--- src/rtl/dmem_bridge_pkg.sv ---
// Shared definitions for the data-memory bridge: FSM state encoding,
// default bus widths, default timeout and a counter-width helper.
// Optional feature macro used by the bridge: DMEM_TIMEOUT_EN.
package dmem_bridge_pkg;

  localparam int unsigned ADDR_W_DEF         = 64;
  localparam int unsigned DATA_W_DEF         = 64;
  localparam int unsigned TIMEOUT_CYCLES_DEF = 255;

  typedef enum logic [1:0] {
    ST_IDLE = 2'd0,
    ST_REQ  = 2'd1,
    ST_RESP = 2'd2,
    ST_DONE = 2'd3
  } state_e;

  // Bits needed to hold values 0..limit
  function automatic int unsigned ctr_width(input int unsigned limit);
    return (limit < 1) ? 1 : $clog2(limit + 1);
  endfunction

endpackage

--- src/rtl/dmem_timeout_ctr.sv ---
// Per-access bus timeout counter.
// Ports:
//   clk, rst       clock, async active-low reset
//   clr            restart counting (new access launched)
//   inc            access is waiting on the bus this cycle
//   expire_c       this waiting cycle is the last one allowed (combinational)
module dmem_timeout_ctr
  import dmem_bridge_pkg::*;
#(
  parameter int unsigned TIMEOUT_CYCLES = TIMEOUT_CYCLES_DEF
) (
  input  logic clk,
  input  logic rst,
  input  logic clr,
  input  logic inc,
  output logic expire_c
);

  localparam int unsigned CNT_W = ctr_width(TIMEOUT_CYCLES);
  localparam logic [CNT_W-1:0] LAST =
    (TIMEOUT_CYCLES == 0) ? '0 : CNT_W'(TIMEOUT_CYCLES - 1);

  logic [CNT_W-1:0] count_q;

  // Saturating count of waiting cycles since the access was launched
  always_ff @(posedge clk or negedge rst) begin
    if (!rst) begin
      count_q <= '0;
    end else if (clr) begin
      count_q <= '0;
    end else if (inc && (count_q != '1)) begin
      count_q <= count_q + CNT_W'(1);
    end
  end

  // count_q holds the number of waiting cycles already elapsed, so the
  // TIMEOUT_CYCLES-th waiting cycle is the one where count_q == LAST.
  assign expire_c = inc && (count_q >= LAST);

endmodule

--- src/rtl/dmem_bridge.sv ---
// Data-memory bridge between the single-cycle core memory port and a
// valid/ready request + response memory bus. Stalls the core for the
// duration of each access and presents load data in the DONE cycle.
// Optional feature: define DMEM_TIMEOUT_EN to abort accesses that wait
// TIMEOUT_CYCLES bus cycles (mem_err pulses in the aborted DONE cycle).
// Ports:
//   clk, rst                      clock, async active-low reset
//   mem_read, mem_write           core load/store request (write wins)
//   mem_addr, mem_wdata           core address / store data
//   mem_rdata                     load data (0 for stores and aborts)
//   stall                         hold PC and register-file write
//   mem_err                       one-cycle timeout abort pulse
//   bus_req_valid/bus_req_ready   request handshake
//   bus_we, bus_addr, bus_wdata   registered request fields
//   bus_rsp_valid, bus_rdata      response / read data
module dmem_bridge
  import dmem_bridge_pkg::*;
#(
  parameter int unsigned ADDR_W         = ADDR_W_DEF,
  parameter int unsigned DATA_W         = DATA_W_DEF,
  parameter int unsigned TIMEOUT_CYCLES = TIMEOUT_CYCLES_DEF
) (
  input  logic              clk,
  input  logic              rst,
  input  logic              mem_read,
  input  logic              mem_write,
  input  logic [ADDR_W-1:0] mem_addr,
  input  logic [DATA_W-1:0] mem_wdata,
  output logic [DATA_W-1:0] mem_rdata,
  output logic              stall,
  output logic              mem_err,
  output logic              bus_req_valid,
  input  logic              bus_req_ready,
  output logic              bus_we,
  output logic [ADDR_W-1:0] bus_addr,
  output logic [DATA_W-1:0] bus_wdata,
  input  logic              bus_rsp_valid,
  input  logic [DATA_W-1:0] bus_rdata
);

  state_e state_q, state_d;

  logic              req_c;
  logic              handshake_c;
  logic              abort_c;
  logic              accept_c;
  logic              release_c;
  logic              capture_c;

  logic              valid_q;
  logic              we_q;
  logic [ADDR_W-1:0] addr_q;
  logic [DATA_W-1:0] wdata_q;
  logic [DATA_W-1:0] rdata_q;

  // A request is never taken while reset is asserted, so stall stays low
  assign req_c       = rst & (mem_read | mem_write);
  assign handshake_c = valid_q & bus_req_ready;

`ifdef DMEM_TIMEOUT_EN
  logic ctr_clr_c;
  logic ctr_inc_c;
  logic err_q;

  assign ctr_clr_c = (state_q == ST_IDLE) && req_c;
  assign ctr_inc_c = (state_q == ST_REQ) || (state_q == ST_RESP);

  dmem_timeout_ctr #(
    .TIMEOUT_CYCLES(TIMEOUT_CYCLES)
  ) u_timeout_ctr (
    .clk      (clk),
    .rst      (rst),
    .clr      (ctr_clr_c),
    .inc      (ctr_inc_c),
    .expire_c (abort_c)
  );

  // Error flag is high exactly in the DONE cycle that follows an abort
  always_ff @(posedge clk or negedge rst) begin
    if (!rst) begin
      err_q <= 1'b0;
    end else begin
      err_q <= abort_c;
    end
  end

  assign mem_err = err_q;
`else
  logic unused_timeout;

  assign unused_timeout = ^TIMEOUT_CYCLES;
  assign abort_c        = 1'b0;
  assign mem_err        = 1'b0;
`endif

  // State register
  always_ff @(posedge clk or negedge rst) begin
    if (!rst) begin
      state_q <= ST_IDLE;
    end else begin
      state_q <= state_d;
    end
  end

  // Next-state logic; an abort takes priority over bus progress
  always_comb begin
    state_d = state_q;
    case (state_q)
      ST_IDLE: if (req_c)                    state_d = ST_REQ;
      ST_REQ:  if (abort_c)                  state_d = ST_DONE;
               else if (handshake_c)         state_d = ST_RESP;
      ST_RESP: if (abort_c || bus_rsp_valid) state_d = ST_DONE;
      ST_DONE:                               state_d = ST_IDLE;
      default:                               state_d = ST_IDLE;
    endcase
  end

  // Output decode: stall plus the datapath load strobes
  always_comb begin
    stall     = 1'b0;
    accept_c  = 1'b0;
    release_c = 1'b0;
    capture_c = 1'b0;
    case (state_q)
      ST_IDLE: begin
        stall    = req_c;
        accept_c = req_c;
      end
      ST_REQ: begin
        stall     = 1'b1;
        release_c = handshake_c | abort_c;
        capture_c = abort_c;
      end
      ST_RESP: begin
        stall     = 1'b1;
        capture_c = bus_rsp_valid | abort_c;
      end
      default: begin
        stall = 1'b0;
      end
    endcase
  end

  // Request registers and load-data capture
  always_ff @(posedge clk or negedge rst) begin
    if (!rst) begin
      valid_q <= 1'b0;
      we_q    <= 1'b0;
      addr_q  <= '0;
      wdata_q <= '0;
      rdata_q <= '0;
    end else begin
      if (accept_c) begin
        valid_q <= 1'b1;
        we_q    <= mem_write;
        addr_q  <= mem_addr;
        wdata_q <= mem_wdata;
      end else if (release_c) begin
        valid_q <= 1'b0;
      end
      // Stores and aborted accesses return zero load data
      if (capture_c) begin
        rdata_q <= (we_q || abort_c) ? '0 : bus_rdata;
      end
    end
  end

  assign bus_req_valid = valid_q;
  assign bus_we        = we_q;
  assign bus_addr      = addr_q;
  assign bus_wdata     = wdata_q;
  assign mem_rdata     = rdata_q;

endmodule

--- config.mk ---
export PLATFORM = sky130hd
export DESIGN_NAME = dmem_bridge
export DESIGN_NICKNAME = d
export VERILOG_FILES = /design/src/rtl/dmem_bridge_pkg.sv /design/src/rtl/dmem_timeout_ctr.sv /design/src/rtl/dmem_bridge.sv
export SDC_FILE = /design/constraint.sdc
export NUM_CORES = 1
export LEC_CHECK = 0
export CAP_MARGIN = 10
export CELL_PAD_IN_SITES_DETAIL_PLACEMENT = 1
export CELL_PAD_IN_SITES_GLOBAL_PLACEMENT = 1
export CORE_ASPECT_RATIO = 1.75
export CORE_UTILIZATION = 31
export CTS_CLUSTER_DIAMETER = 60
export DETAILED_ROUTE_END_ITERATION = 16
export HOLD_SLACK_MARGIN = 0.05
export PLACE_DENSITY_LB_ADDON = 0.1
export SLEW_MARGIN = 20
export SYNTH_ARGS = -nofsm -noshare
export SYNTH_HDL_FRONTEND = slang
export SYNTH_SLANG_ARGS = --single-unit
--- constraint.sdc ---
create_clock -name clk -period 1.8 [get_ports clk]
set_input_delay 0.36 -clock clk [delete_from_list [all_inputs] [get_ports clk]]
set_output_delay 0.36 -clock clk [all_outputs]
set_load 0.005 [all_outputs]
After elaboration in Yosys (flattened, before gate mapping)

Cells that the tools add are included.

Register bits after elaboration: 196
Input port bits: 198
Word-level logic and storage cells: 30

Equal/unequal tests: 6
Muxes and demuxes: 11
Bitwise operators: 3
Reduce and logical (&&, ||, !) cells: 4

Operators with widths:

| operator                                                         | count |
|---|---|
| 64-bit 2-to-1 mux                                                | 1 |
| 2-bit case mux with 4 select lines                               | 1 |
| 2-bit 2-to-1 mux                                                 | 3 |
| 2-bit != test (second input constant)                            | 3 |
| 1-bit 2-to-1 mux                                                 | 5 |
| 2-bit == test (second input constant)                            | 2 |
| 3-bit AND reduction                                              | 1 |
| 1-bit AND                                                        | 2 |
| 2-bit by 1-bit == test with 1-bit output (second input constant) | 1 |
| 2-bit logical NOT                                                | 1 |
| 1-bit case mux with 2 select lines                               | 1 |
| 2-bit nonzero test                                               | 1 |
| 2-bit OR reduction                                               | 1 |
| 1-bit bitwise OR                                                 | 1 |

Logic depth before layout (Yosys ltp)

Gate-level depths: netlist (run 1).

Depth in word-level cells: 4
Gate-level depth with buffers: 8
Depth with buffers taken out: 5

Worst setup path after synthesis (run 1)

Ideal clock, no wire load.

Kind: flip-flop to output port
Start point: reg state_q[0]
End point: out stall
Stages on the path, launching flop included: 7
Buffers on the path: 2
Arrival time: 1303 ps
Setup slack: 137 ps
Cells stage by stage: dfrtp_1 > inv_1 > ha_1 > o211ai_4 > buf_12 > buf_8 > a21oi_1

Cells in the longest elaborated chain, start to end: 3
Elaborated cells between the ends (all ways): 5
Those cells by class: eq/ne (2); mux (1); reduce/logical (2)

RTL lines:

| element                                                                   | RTL line           | RTL |
|---|---|---|
| start, declared                                                           | dmem_bridge.sv:41  | `state_e state_q, state_d;` |
| start signal, assigned                                                    | dmem_bridge.sv:101 | `state_q <= state_d;` |
| 2-bit == test or 2-bit by 1-bit == test with 1-bit output (tied branches) | dmem_bridge.sv:124 | `case (state_q)` |
| 2-bit OR reduction (no line)                                              | n/a                |  |
| 1-bit case mux with 2 select lines (*)                                    | dmem_bridge.sv:124 |  |
| end, declared                                                             | dmem_bridge.sv:30  | `output logic stall,` |

Every way passes the cells marked *; elsewhere a longest branch is shown, timed or not.

Worst setup path after layout (run 1)

Start point: reg state_q[1]
End point: out stall

Same word-level chain as after synthesis.

==> results of run 1 <==
## through the flow
step           instance area [sq um]  worst slack (ns)
3_5_place_dp                   12400            -0.350
2_1_floorplan                   8130             0.137
4_1_cts                        13000           -0.0314
6_report                       13000            0.0201
5_1_grt                        13000           -0.0698
3_3_place_gp                   12400            -0.330
## layout make-up
cell class / instances / area share, %
repair buffers: 416 / 32.3
multi-input cells: 339 / 22.4
clock buffers: 25 / 3.80
diodes: 1 / 0.0192
clock inverters: 7 / 0.729
inverters: 4 / 0.115
well taps: 320 / 3.07
flip-flops and latches: 196 / 37.6
## path summary, 6_finish.rpt
kind,end,slack (ns),cells after the start
min in group clk,state_q[0],0.44,4
min reg2reg,mem_rdata[30],0.48,2
max reg2reg,bus_addr[45],0.10,6
max,stall,0.02,5
max in group asynchronous,mem_rdata[14],0.93,3
min,mem_rdata[27],0.04,2
## worst max-delay path, stage by stage, from the launching register on
cell,delay [ns]
dfrtp_1,0.39
inv_2,0.08
ha_4,0.16
o211ai_4,0.10
a21oi_2,0.13
buf_2,0.12
## layout by cell type (no fill, tap or decap), types with 2 or more instances in the layout
master             n
clkdlybuf4s50_1  388
dfrtp_1          196
mux2_4            88
nand2_1           67
o21ai_0           65
nand2b_1          64
mux2_2            41
clkbuf_16         17
buf_4             14
buf_12             8
clkbuf_8           5
ha_1               4
clkbuf_1           4
inv_2              2
inv_1              2
clkinv_2           2
bufinv_16          2
dlymetal6s2s_1     2
## routing by layer
layer | up-vias | part of all wire, %
met4 | 0 | 2.5
met5 | - | 0
met3 | 28 | 7.5
met1 | 2843 | 37
met2 | 248 | 53
li1 | 2710 | -
## state kept, by name, indices dropped and copies added (netlist names)
| signal | cells |
|---|---|
| bus_addr | 64 |
| bus_wdata | 64 |
| mem_rdata | 64 |
| state_q | 2 |
| bus_req_valid | 1 |
| bus_we | 1 |
## cell families after synthesis
kind of cell / Yosys count / synth area share (%)
adders and majority gates: 5 / 0.769
and+or+nand+nor: 132 / 8.06
buffers and inverters: 40 / 4.08
other: 1 / 0.0461
DFF: 196 / 60.3
muxes: 130 / 22.0
AOI/OAI and AO/OA: 71 / 4.71
## repair_timing
| item | 4_1_cts | 5_1_grt |
|---|---|---|
| pin swaps | 2 | 0 |
| gates resized for setup | 9 | 3 |
| endpoints found under the setup margin | 47 | 14 |
| setup buffers | 1 | 1 |
| hold buffers | 1 | 0 |
| endpoints found under the hold margin | 31 | 0 |
## power groups by stage
stage	clock (mW)	combinational, mW	sequential [mW]
after floorplan	0	3.97	7.90
after global placement	0	10.0	7.74
after global routing	4.19	10.8	8.01
after CTS	4.08	10.3	7.77
final	3.92	10.1	7.74
after detailed placement	0	10.2	7.80
==> impl_metrics.py, run 1 <==
metrics = {
    "detailed_routing": {
        "drt_wl_total_mm": 25.4,
        "drt_first_pass_iters": 4,
        "wl_per_cell_um": 19.4,
        "viasPerCell": 4.46,
        "vias": 5829,
        "antenna_left": 0,
        "drcViolationCount": 0,
        "drt_iter0_markers": 198,
    },
    "run": {
        "maxCapViolCount": 0,
    },
    "logic_synthesis": {
        "synthTopCellsByArea": "dfrtp_1, mux2_4, mux2_2, nand2b_1, o21ai_0",
        "synth-seq-cells": 196,
        "synth_common_cells": "dfrtp_1, mux2_4, nand2_1",
        "synth_area_sq_um": 8130,
        "synthArstFlopShare_pct": 100,
        "synth_top_area_share_pct": 60.3,
        "synth_edf_count": 0,
        "synth-main-ff-cell": "dfrtp_1",
        "synth_top_area_cell": "dfrtp_1",
        "syn_inst": 575,
        "synth_most_common_cell": "dfrtp_1",
        "synth_cell_types": 21,
        "avgSynthCellArea_sq_um": 14.1,
        "syn_nets": 778,
        "yosys_warnings": 0,
        "seq_area_frac_synth_pct": 60.3,
    },
    "global_routing": {
        "use_met2_pct": 34.4,
        "grt-ovfl-total": 0,
        "grt_pass1_vias": 6396,
        "grt_util_met3_pct": 6.94,
        "antenna_found_initial": 1,
        "use_met1_pct": 20.9,
        "grt_pass1_wl_mm": 39.3,
        "busiest_layer": "met2",
        "grt_max_degree": 113,
        "grtUsageTotal_pct": 19.5,
    },
    "place": {
        "placed_cells": 1272,
        "hpwl_mm": 18.8,
        "numPortBuffers": 392,
        "gp_congestion": 0.762,
    },
    "die": {
        "ios": 394,
        "die_area_sq_um": 26900,
        "initial_core_util_pct": 31.5,
        "core-area_sq_um": 25900,
        "fp.dieH_um": 216,
        "fp-row-count": 78,
        "die_width_um": 124,
    },
    "timing": {
        "finClkSkew_ns": 0.00822,
        "worstMarginPinSlew_ns": 0.717,
        "fin_crit_sh_pct": 98.9,
        "setup_viol": 0,
        "setup_tns_ns": 0,
        "slew_headroom_pct": 52.2,
        "fin_crit_ns": 1.78,
        "finalHoldViolCount": 0,
        "rsz0062_at_grt": "yes",
        "hold_slack_ns": 0.0377,
        "fmax_mhz": 562,
        "slew_viol_final": 0,
    },
    "critical_path": {
        "path_max_fanout": 4,
        "timing.rr.start": "state_q[1]",
        "cp-end-kind": "output pin",
        "start_kind": "flop",
        "cp.required_ns": 1.44,
        "cp.arrival_ns": 1.42,
        "critical_path_class": "reg2out",
        "crit_start": "state_q[1]",
    },
    "finish": {
        "drive_gt1_share_pct": 19.0,
        "final.fill_count": 2651,
        "fin_cells": 1308,
        "post-route-util_pct": 50.5,
        "nets": 1177,
        "seqCellArea_sq_um": 4900,
        "multi_input_area_sq_um": 2920,
        "syn_to_final_growth_pct": 60.4,
    },
    "cts": {
        "cts_root_buf": "clkbuf_16",
        "cts_max_path_buffers": 2,
        "cts_tree": "done",
        "htree_num_levels": 4,
        "cts_made_buffers": 17,
        "clkSinkCount": 196,
        "clock_latency_ns": 0.45,
        "clkTransAtPathRegs_ns": 0.07,
    },
    "power_and_ir_drop": {
        "p_seq_share_pct": 35.6,
        "switching_share_pct": 28.5,
        "combinationalPowerShare_pct": 46.3,
        "internal-power_mw": 15.5,
        "power_switching_mw": 6.18,
        "cellPowerDensity_nw_per_um2": 1660,
        "finalPower_mw": 21.7,
        "p_clk_share_pct": 18.1,
        "peakVddDrop_mv": 0.969,
        "p_leak_nw": 5.86,
    },
    "status": {
        "status": "finished clean",
    },
    "hold_path": {
        "hp-class": "in2async",
    },
}
Note: power is estimated with default switching activity, not from simulation.
==> run 2: changes to the inputs <==
Settings changed: SETUP_SLACK_MARGIN set to 0.3.
==> impl_metrics.py, run 2 (same netlist as run 1, synthesis figures left out) <==
metrics = {
    "critical_path": {
        "start_kind": "flop",
        "cp.arrival_ns": 2.19,
        "critical_path_class": "reg2reg",
        "path_max_fanout": 5,
        "timing.rr.start": "state_q[0]",
        "crit_start": "state_q[0]",
        "cp-end-kind": "flop",
        "cp.required_ns": 2.14,
    },
    "finish": {
        "multi_input_area_sq_um": 3120,
        "final_common_cell": "dfrtp_1",
        "nets": 1294,
        "syn_to_final_growth_pct": 82.5,
        "final.fill_count": 2603,
        "post-route-util_pct": 57.4,
        "seqCellArea_sq_um": 4900,
        "drive_gt1_share_pct": 30.6,
        "mostFrequentLayoutCells": "dfrtp_1, clkdlybuf4s50_1, clkdlybuf4s15_1",
    },
    "timing": {
        "setup_tns_ns": -1.57,
        "slew_headroom_pct": 42.9,
        "fin_crit_ns": 1.85,
        "fmax_mhz": 541,
        "setup_viol": 64,
        "rsz0062_at_grt": "yes",
        "worstMarginPinSlew_ns": 0.855,
        "fin_ws_ns": -0.0493,
        "finClkSkew_ns": 0.00885,
        "slew_viol_final": 0,
        "fin_crit_sh_pct": 103,
        "finalHoldViolCount": 0,
    },
    "die": {
        "die_width_um": 124,
        "die_area_sq_um": 26900,
        "ios": 394,
        "fp-row-count": 78,
        "core-area_sq_um": 25900,
        "initial_core_util_pct": 31.5,
        "fp.dieH_um": 216,
    },
    "power_and_ir_drop": {
        "p_seq_share_pct": 32.2,
        "p_clk_share_pct": 17.2,
        "peakVddDrop_mv": 0.822,
        "cellPowerDensity_nw_per_um2": 1630,
        "switching_share_pct": 30.1,
        "internal-power_mw": 16.9,
        "power_switching_mw": 7.29,
        "combinationalPowerShare_pct": 50.6,
        "p_leak_nw": 6.98,
    },
    "cts": {
        "holdBufCountCts": 0,
        "cts_tree": "done",
        "clock_latency_ns": 0.46,
        "clkSinkCount": 196,
        "cts_max_path_buffers": 2,
        "cts_made_buffers": 17,
        "cts_root_buf": "clkbuf_16",
        "clkTransAtPathRegs_ns": 0.07,
        "htree_num_levels": 4,
    },
    "global_routing": {
        "grt_max_degree": 142,
        "grt-ovfl-total": 0,
        "busiest_layer": "met2",
        "use_met1_pct": 21.4,
        "grt_pass1_vias": 6899,
        "grt_pass1_wl_mm": 42.3,
        "grtUsageTotal_pct": 21.1,
        "grt_util_met3_pct": 8.44,
        "use_met2_pct": 38.3,
        "antenna_found_initial": 5,
    },
    "place": {
        "numPortBuffers": 392,
        "gp_congestion": 0.718,
        "hpwl_mm": 18.4,
    },
    "status": {
        "status": "finished with violations",
        "violations": "negative setup slack",
    },
    "detailed_routing": {
        "drt_first_pass_iters": 4,
        "drcViolationCount": 0,
        "drt_iter0_markers": 155,
        "vias": 6499,
        "viasPerCell": 4.55,
        "wl_per_cell_um": 21.3,
        "antenna_left": 0,
        "drt_wl_total_mm": 30.4,
    },
    "run": {
        "maxCapViolCount": 0,
    },
    "hold_path": {
        "hp-class": "in2async",
    },
}
[run 2: cell count changes in the layout (fill, tap and decap cells not counted), sizes merged, moves of 2 or more]
cell           change
clkdlybuf4s15    +159
nand2              +3
dlygate4sd2       +31
bufinv             +2
buf              +100
bufbuf             +6
clkinv             -2
clkdlybuf4s50    -193
clkinvlp           +2
clkbuf            +12
diode              +2
[run 2: repair_timing]
item,4_1_cts,5_1_grt
resized for setup,351,156
setup endpoints to repair,324,270
buffers inserted,55,30
pin swaps,4,6
gates cloned,14,19
[run 2: per-stage QoR]
step	hold WS [ns]	cell area, sq um	power, mW	setup slack [ns]	cells
4_1_cts	0.133	13900	22.6	-0.0482	1375
6_report	0.0699	14800	24.2	-0.0493	1427
2_1_floorplan	0.0644	8160	11.9	0.282	575
3_5_place_dp	0.470	12400	18.0	-0.300	1274
3_3_place_gp	0.460	12400	17.8	-0.268	1274
5_1_grt	0.148	14800	25.5	-0.103	1427
[run 2: path summary, 6_finish.rpt]
check                                 to  slack, ns  depth (start not counted)
setup / recovery            bus_wdata[1]      -0.05                          8
hold / removal              bus_addr[61]       0.07                          2
max in group asynchronous  mem_rdata[16]       0.74                          3
hold reg to reg            mem_rdata[54]       0.48                          2
min in group clk            mem_rdata[1]       0.45                          3
setup reg to reg            bus_wdata[1]      -0.05                          8
[run 2: worst max-delay path: stages (launching register included)]
cell and delay [ns]:
dfrtp_1 0.38, inv_2 0.06, ha_4 0.17, o211ai_4 0.08, buf_4 0.16, buf_12 0.13, buf_16 0.15, bufbuf_16 0.27
mux2_2 0.32
[run 2: cell type report]
class	count	area share, %
Sequential cell	196	33.0
Antenna cell	3	0.0506
Inverter	4	0.101
Clock buffer	24	3.25
Timing Repair Buffer	530	38.8
Tap cell	320	2.70
Multi-Input combinational cell	342	21.1
Clock inverter	8	0.995
[run 2: power by group through the flow]
stage / Sequential, mW / Clock [mW] / Combinational (mW)
after global routing: 8.04 / 4.42 / 13.1
after floorplan: 7.90 / 0 / 4.02
final: 7.79 / 4.17 / 12.3
after detailed placement: 7.81 / 0 / 10.2
after CTS: 7.68 / 4.31 / 10.6
after global placement: 7.73 / 0 / 10.0
[run 2: per-layer routing]
layer  up-vias  share of wire [%]
li1       2972                  -
met3        35                7.1
met1      3230                 35
met4         2                2.6
met5         -              0.039
met2       260                 56
==> run 3: changes to the inputs <==
Settings changed: MAX_ROUTING_LAYER set to met4, SETUP_SLACK_MARGIN 0.3 to 0.5.
==> impl_metrics.py, run 3 (same netlist as run 1, synthesis figures left out) <==
metrics = {
    "status": {
        "status": "finished clean",
    },
    "global_routing": {
        "antenna_found_initial": 2,
        "grtUsageTotal_pct": 20.7,
        "grt-ovfl-total": 0,
        "grt_pass1_vias": 6666,
        "grt_max_degree": 108,
        "grt_pass1_wl_mm": 40.3,
    },
    "timing": {
        "fin_crit_sh_pct": 99.9,
        "finClkSkew_ns": 0.0143,
        "fmax_mhz": 556,
        "hold_slack_ns": 0.0856,
        "fin_crit_ns": 1.80,
        "worstMarginPinSlew_ns": 0.831,
        "slew_viol_final": 0,
        "finalHoldViolCount": 0,
        "rsz0062_at_grt": "yes",
        "setup_viol": 0,
        "slew_headroom_pct": 44.4,
    },
    "critical_path": {
        "path_max_fanout": 2,
        "reg2reg_to": "mem_rdata[3]",
        "critical_path_class": "reg2out",
        "crit_start": "state_q[1]",
        "r2r_cells": 9,
        "cp-end-kind": "output pin",
        "rrSetupSlack_ns": 0.03,
        "cp.required_ns": 1.44,
        "crit_end": "stall",
        "start_kind": "flop",
        "timing.rr.start": "state_q[0]",
        "cp.arrival_ns": 1.44,
    },
    "cts": {
        "cts_made_buffers": 17,
        "clock_latency_ns": 0.46,
        "htree_num_levels": 4,
        "clkSinkCount": 196,
        "cts_tree": "done",
        "clkTransAtPathRegs_ns": 0.07,
        "cts_max_path_buffers": 2,
        "cts_root_buf": "clkbuf_16",
    },
    "power_and_ir_drop": {
        "finalPower_mw": 24.5,
        "peakVddDrop_mv": 1.02,
        "switching_share_pct": 30.9,
        "power_switching_mw": 7.57,
        "combinationalPowerShare_pct": 51.7,
        "p_seq_share_pct": 31.7,
        "p_leak_nw": 7.32,
        "internal-power_mw": 16.9,
        "cellPowerDensity_nw_per_um2": 1680,
        "p_clk_share_pct": 16.6,
    },
    "detailed_routing": {
        "drt_first_pass_iters": 4,
        "vias": 6647,
        "viasPerCell": 4.49,
        "wl_per_cell_um": 20.3,
        "drt_iter0_markers": 220,
        "drcViolationCount": 0,
        "antenna_left": 0,
        "drt_wl_total_mm": 30.1,
    },
    "finish": {
        "nets": 1348,
        "drive_gt1_share_pct": 51.3,
        "post-route-util_pct": 56.2,
        "syn_to_final_growth_pct": 78.6,
        "mostFrequentLayoutCells": "dfrtp_1, clkdlybuf4s50_1, buf_2",
        "final.fill_count": 2636,
    },
    "die": {
        "ios": 394,
        "core-area_sq_um": 25900,
        "fp.dieH_um": 216,
        "die_area_sq_um": 26900,
        "fp-row-count": 78,
        "initial_core_util_pct": 31.5,
        "die_width_um": 124,
    },
    "place": {
        "numPortBuffers": 392,
        "hpwl_mm": 18.8,
        "gp_congestion": 0.759,
    },
    "run": {
        "maxCapViolCount": 0,
    },
    "hold_path": {
        "hp-class": "in2async",
    },
}
run 3: power groups by stage:
stage,logic (mW),registers (mW),clock network (mW)
after floorplan,4.04,7.90,0
after global placement,10.0,7.73,0
after detailed placement,10.2,7.83,0
after CTS,10.0,7.65,4.18
after global routing,13.5,7.97,4.30
final,12.6,7.75,4.06
run 3: worst max-delay path: stages (launching register included):
cell      delay, ns
dfrtp_1        0.39
inv_2          0.10
ha_4           0.16
o211ai_4       0.08
a21oi_2        0.13
buf_2          0.13
run 3: metal layers:
metal / vias up / global-route usage [%] / wire length [um]
met3: 42 / 5.43 / 1680
met1: 3298 / 21.4 / 11000
met2: 224 / 36.3 / 16600
met5: - / - / 0
met4: 0 / 9.88 / 848
li1: 3083 / - / -
run 3: timing repair:
action	CTS	global route
buffers inserted	69	73
resized for setup	826	151
pin swaps	6	16
hold endpoints to repair	0	6
setup endpoints to repair	383	391
hold buffers	0	1
cloned	6	26
run 3: how the worst min path moves through the flow:
stage	start	end	slack [ns]
2_1_floorplan	rst	bus_addr[0]	0.06
6_report	rst	state_q[0]	0.09
4_1_cts	rst	bus_wdata[5]	0.05
3_5_place_dp	mem_rdata[14]	mem_rdata[14]	0.47
5_1_grt	rst	bus_addr[60]	0.18
3_3_place_gp	mem_rdata[8]	mem_rdata[8]	0.46
run 3: cell type report:
type	count	area [sq um]	share of cell area (%)
inverter	4	15.0	0.103
sequential	196	4900	33.8
antenna	2	5.00	0.0345
tap	320	400	2.76
multi-input combinational	343	3300	22.7
clock inverter	12	153	1.05
clock buffer	20	457	3.14
timing repair buffer	583	5300	36.5
run 3: metrics by stage:
stage	worst slack [ns]	area [sq um]	std cells	TNS [ns]
finish	0.00248	14500	1480	0
global placement	-0.243	12400	1271	-23.62
detailed placement	-0.264	12400	1271	-25.94
global route	-0.0600	14500	1480	-0.222
CTS	-0.00569	13000	1378	-0.00569
floorplan	0.282	8170	575	0
